===== src/rtl/hazard_pkg.sv =====
// Shared types and constants for the pipeline hazard unit.
package hazard_pkg;
  typedef enum logic [1:0] {
    RUN     = 2'd0,
    MEMWAIT = 2'd1,
    ERR     = 2'd2
  } state_t;

  localparam logic [4:0] REG_ZERO = 5'd0;
endpackage


===== src/rtl/hazard_ld_cmp.sv =====
// Load-use comparator: flags an ID source matching the destination of an in-flight load.
module hazard_ld_cmp
  import hazard_pkg::*;
(
  input  logic [4:0] id_rs,
  input  logic [4:0] id_rt,
  input  logic       id_uses_rt,
  input  logic [4:0] ex_rd,
  input  logic       ex_memread,
  output logic       hazard
);
  // r0 is hardwired, so a load targeting it never produces a dependency
  assign hazard = ex_memread && (ex_rd != REG_ZERO) &&
                  ((ex_rd == id_rs) || (id_uses_rt && (ex_rd == id_rt)));
endmodule


===== src/rtl/hazard_unit.sv =====
// Pipeline hazard control: memory-wait FSM with timeout, load-use stall, branch flush.
// Optional stall counter enabled by defining HAZARD_PERF_CNT_EN.
module hazard_unit
  import hazard_pkg::*;
#(
  parameter int MEM_TIMEOUT = 15,
  parameter int CNT_W       = 16
) (
  input  logic             clk,
  input  logic             rst,
  input  logic [4:0]       id_rs,
  input  logic [4:0]       id_rt,
  input  logic             id_uses_rt,
  input  logic [4:0]       ex_rd,
  input  logic             ex_memread,
  input  logic             branch_taken,
  input  logic             mem_req,
  input  logic             mem_ready,
  output logic             pc_write,
  output logic             if_id_write,
  output logic             if_id_flush,
  output logic             id_ex_bubble,
  output logic             pipe_hold,
  output logic             mem_err,
  output logic [CNT_W-1:0] stall_cnt
);
  localparam int WCNT_W = $clog2(MEM_TIMEOUT + 1);

  state_t            state, state_nxt;
  logic [WCNT_W-1:0] wcnt, wcnt_nxt;
  logic              ld_hazard;

  hazard_ld_cmp u_ld_cmp (
    .id_rs      (id_rs),
    .id_rt      (id_rt),
    .id_uses_rt (id_uses_rt),
    .ex_rd      (ex_rd),
    .ex_memread (ex_memread),
    .hazard     (ld_hazard)
  );

  always_ff @(posedge clk or negedge rst) begin
    if (!rst) begin
      state   <= RUN;
      wcnt    <= '0;
      mem_err <= 1'b0;
    end else begin
      state <= state_nxt;
      wcnt  <= wcnt_nxt;
      if (state_nxt == ERR) mem_err <= 1'b1;
    end
  end

  always_comb begin
    state_nxt    = state;
    wcnt_nxt     = wcnt;
    pc_write     = 1'b0;
    if_id_write  = 1'b0;
    if_id_flush  = 1'b0;
    id_ex_bubble = 1'b0;
    pipe_hold    = 1'b0;
    unique case (state)
      RUN: begin
        if (mem_req && !mem_ready) begin
          pipe_hold = 1'b1;
          state_nxt = MEMWAIT;
          wcnt_nxt  = WCNT_W'(1);
        end else if (ld_hazard) begin
          id_ex_bubble = 1'b1;
        end else begin
          // a branch seen while ID is held is dropped; it re-resolves next cycle
          pc_write    = 1'b1;
          if_id_write = 1'b1;
          if_id_flush = branch_taken;
        end
      end
      MEMWAIT: begin
        pipe_hold = 1'b1;
        if (mem_ready) begin
          state_nxt = RUN;
          wcnt_nxt  = '0;
        end else if (wcnt == WCNT_W'(MEM_TIMEOUT)) begin
          state_nxt = ERR;
        end else begin
          wcnt_nxt = wcnt + WCNT_W'(1);
        end
      end
      ERR: pipe_hold = 1'b1;
      default: state_nxt = RUN;
    endcase
    // outputs are quiet while reset is held, even though state reads RUN
    if (!rst) begin
      pc_write     = 1'b0;
      if_id_write  = 1'b0;
      if_id_flush  = 1'b0;
      id_ex_bubble = 1'b0;
      pipe_hold    = 1'b0;
    end
  end

`ifdef HAZARD_PERF_CNT_EN
  always_ff @(posedge clk or negedge rst) begin
    if (!rst)                              stall_cnt <= '0;
    else if (!pc_write && stall_cnt != '1) stall_cnt <= stall_cnt + CNT_W'(1);
  end
`else
  assign stall_cnt = '0;
`endif
endmodule


===== config.mk =====
export PLATFORM = sky130hd
export DESIGN_NAME = hazard_unit
export DESIGN_NICKNAME = d
export VERILOG_FILES = /design/src/rtl/hazard_pkg.sv /design/src/rtl/hazard_ld_cmp.sv /design/src/rtl/hazard_unit.sv
export SDC_FILE = /design/constraint.sdc
export NUM_CORES = 1
export LEC_CHECK = 0
export BUFFER_PORTS_ARGS = -buffer_cell sky130_fd_sc_hd__buf_4
export CELL_PAD_IN_SITES_DETAIL_PLACEMENT = 2
export CELL_PAD_IN_SITES_GLOBAL_PLACEMENT = 2
export CORE_UTILIZATION = 24
export DETAILED_ROUTE_END_ITERATION = 8
export MAX_ROUTING_LAYER = met4
export PLACE_DENSITY_LB_ADDON = 0.08
export SETUP_SLACK_MARGIN = 0.02
export SYNTH_ARGS = -nofsm -noshare
export SYNTH_HDL_FRONTEND = slang
export SYNTH_SLANG_ARGS = --single-unit

===== constraint.sdc =====
create_clock -name clk -period 4.57 [get_ports clk]
set_input_delay 0.2285 -clock clk [delete_from_list [all_inputs] [get_ports clk]]
set_output_delay 0.2285 -clock clk [all_outputs]
set_load 0.03 [all_outputs]

==> summary.txt <==
Critical path
  • CP peak stage delay: 0.42 ns
  • Crit start category: flip-flop
  • CP cell instances: inv_1 > ha_1 > and3b_2 > o22ai_2 > or3_1 > a221oi_1
  • Family with the most delay on the worst path: simple AND/OR/NAND/NOR gates
  • Crit. End Element: flip-flop
  • CP Max Fanout: 6
  • Buf/Inv on CP: 1
  • CP max-delay cell: dfrtp_1
  • Critical path arrival: 2.09 ns
  • Critical Path RT: 4.71 ns
  • Crit Path Category: flip-flop to flip-flop

STA
  • Setup ws final: 2.619 ns
  • Period utilization: 42.69%
  • Slew Viols, Final: 0
  • Setup TNS: 0 ns
  • Final Hold Vio Count: 0
  • Final min period: 1.951 ns
  • Worst Skew: 0.004707 ns
  • RSZ-0062 raised after global routing: false
  • Final setup viols: 0
  • F_max: 0.5126 GHz

Clocking
  • CTS buffer count: 3
  • Sink Count: 7
  • CTS tree: built
  • Clk root buf: clkbuf_4
  • Clock Latency Late Sink: 0.25 ns
  • Max clock buf depth: 2
  • Post-CTS setup repair buffer count: 0
  • CTS clock-pin slew for the worst setup and hold paths: 0.05 ns
  • H-tree levels: 1

Floorplan
  • DIE WIDTH: 58.07 um
  • Core Region: 2877 um2
  • Chip height: 58.07 um
  • Effective utilization at floorplan: 26.23%
  • Ports: 44
  • Die area: 3372 um2
  • Placement Rows: 19

Route
  • DR vias: 690
  • Vias per inst: 4.313
  • M1 wire length: 876 um
  • Final WL: 1.965 mm
  • Met3 wire length: 100 um
  • Detail Route met2 WL: 968 um
  • Highest routing layer actually used: met4
  • WL/cell: 12.28 um
  • Post-route DRC: 4
  • Initial DRC Count: 12
  • Detailed Routing Iterations Pass 1: 8
  • DRT antenna net count: 0

Job
  • Max-Cap Viols: 0

Global route
  • Largest net degree at the start of global routing: 11
  • First-pass GRT wire length: 3.346 mm
  • Total grt overflow: 0
  • GRT Util Overall: 13.33%
  • Antenna violations before repair: 0
  • Vias in the first global route: 734

Synthesis
  • Post-Synthesis Cells: 88
  • Syn Std Cell Area: 754.5 um2
  • Avg Cell Area, Syn: 8.574 um2
  • Unique masters post-synth: 30
  • Synthesis-stage register bit count: 7
  • Part of the Yosys area used for sequential elements: 23.22%
  • Yosys warns: 0

Outcome
  • Failing checks: design-rule violations
  • Outcome: complete, but fails checks

Placed design
  • Placed Area: 938.4 um2
  • # port buffers: 27
  • HPWL Detailed: 1.671 mm
  • Placer congestion estimate: 0.7533
  • DP Worst Slack: 2.603 ns

Cells and area
  • Layout net count: 146
  • Antenna diodes: 0
  • FILL cells: 345
  • Synth-to-Final Area Change: 29.19%
  • Post-route cell area: 974.7 um2
  • Layout cells sized above 1: 29.66%

Hold path
  • Worst min-delay path class: primary input to flip-flop

Power and ir drop
  • Static leakage: 0.0004555 uW
  • Pwr Density: 172.7 nW/um2
  • Worst-case vdd ir drop: 0.0001016 V
[synth_stat cells]
cell type | instances | share of area [%]
buf_4 | 17 | 17
inv_1 | 4 | 2.0
and2b_2 | 1 | 1.2
or3_1 | 2 | 1.7
a22oi_1 | 1 | 1.0
nor2_1 | 2 | 1.0
ha_1 | 5 | 8.3
and3b_2 | 1 | 1.3
xnor2_1 | 10 | 12
nor3b_1 | 2 | 2.0
a21oi_1 | 3 | 2.0
conb_1 | 1 | 0.50
a211o_2 | 1 | 1.3
o22a_2 | 1 | 1.3
dfrtp_1 | 7 | 23
nor2b_1 | 1 | 0.83
or4_1 | 1 | 1.0
o21ai_0 | 6 | 4.0
a31o_1 | 1 | 1.2
nand4b_1 | 1 | 1.2
o211a_1 | 1 | 1.3
mux2_1 | 1 | 1.5
nand4_1 | 2 | 1.7
o21a_1 | 1 | 1.0
o22ai_1 | 1 | 0.83
nand2_1 | 5 | 2.5
nand3_1 | 5 | 3.3
nand2b_1 | 2 | 1.7
o22ai_2 | 1 | 1.7
a221oi_1 | 1 | 1.2
[state kept, by name, indices dropped and copies added (netlist names)]
signal / flops
wcnt: 4
state: 2
mem_err: 1
[report_power, final]
group,switching (uW),internal [uW],total [uW]
registers,0,62.1,62.1
clock network,21.3,33.2,54.5
logic,31.1,20.7,51.7
[metrics by stage]
step           cells  hold slack (ns)  utilization, %  total power, uW
4_1_cts          160           0.2221           33.88            172.9
3_5_place_dp     155          0.06607           32.62            114.4
6_report         160           0.2276           33.88            168.3
3_3_place_gp     155          0.06314           32.62            113.7
2_1_floorplan    103         -0.06709               -            103.4
5_1_grt          160           0.2410           33.88            179.4
[cell usage in the layout, fill, tap and decap left out, drive strengths merged]
cell type     n
buf          27
conb         16
xnor2        10
dfrtp         7
o21ai         6
nand3         5
nand2         5
ha            5
inv           4
clkbuf        4
a21oi         3
nand2b        2
or3           2
nor2          2
nand4         2
nor3b         2
o22ai         2
nor2b         1
a211o         1
and3b         1
o211a         1
or4           1
o21a          1
a22oi         1
a31o          1
and2b         1
a221oi        1
o22a          1
mux2          1
nand4b        1
dlygate4sd3   1
[final cells by class]
cell class	count	area, um2	share of cell area, %
Clock buffer	4	26.28	2.696
Inverter	4	15.01	1.540
Multi-Input combinational cell	75	493.0	50.58
Sequential cell	7	175.2	17.97
Tap cell	42	52.55	5.392
Timing Repair Buffer	28	212.7	21.82
[metal layers]
layer | track usage, % | vias up
met5 | - | -
met4 | 5.102 | 0
met3 | 1.339 | 2
met2 | 22.00 | 24
met1 | 16.76 | 327
li1 | - | 337
[cells by family after synthesis]
family	after synthesis	share of synthesized area, %
AND/OR/NAND/NOR	25	19.24
buffers and inverters	21	18.90
AO/OA/AOI/OAI	18	16.75
XOR/XNOR	10	11.61
flip-flops	7	23.22
adder cells (fa/ha/maj)	5	8.292
other	1	0.4970
multiplexers	1	1.492
[final timing paths]
check	slack, ns	startpoint	endpoint	cells past startpoint
max	2.62	state[1]	wcnt[3]	6
min	0.23	mem_ready	wcnt[3]	2
min reg2reg	0.48	mem_err	mem_err	1
max reg2reg	2.62	state[1]	wcnt[3]	6
max in group asynchronous	4.07	rst	state[1]	2
min in group asynchronous	0.35	rst	wcnt[3]	2
[timing repair]
action | 4_1_cts | 5_1_grt
hold buffers | 1 | 0
endpoints found under the setup margin | 0 | 0
hold endpoints to repair | 7 | 0
resized for setup | 0 | 0
(Power assumes the default switching activity.)
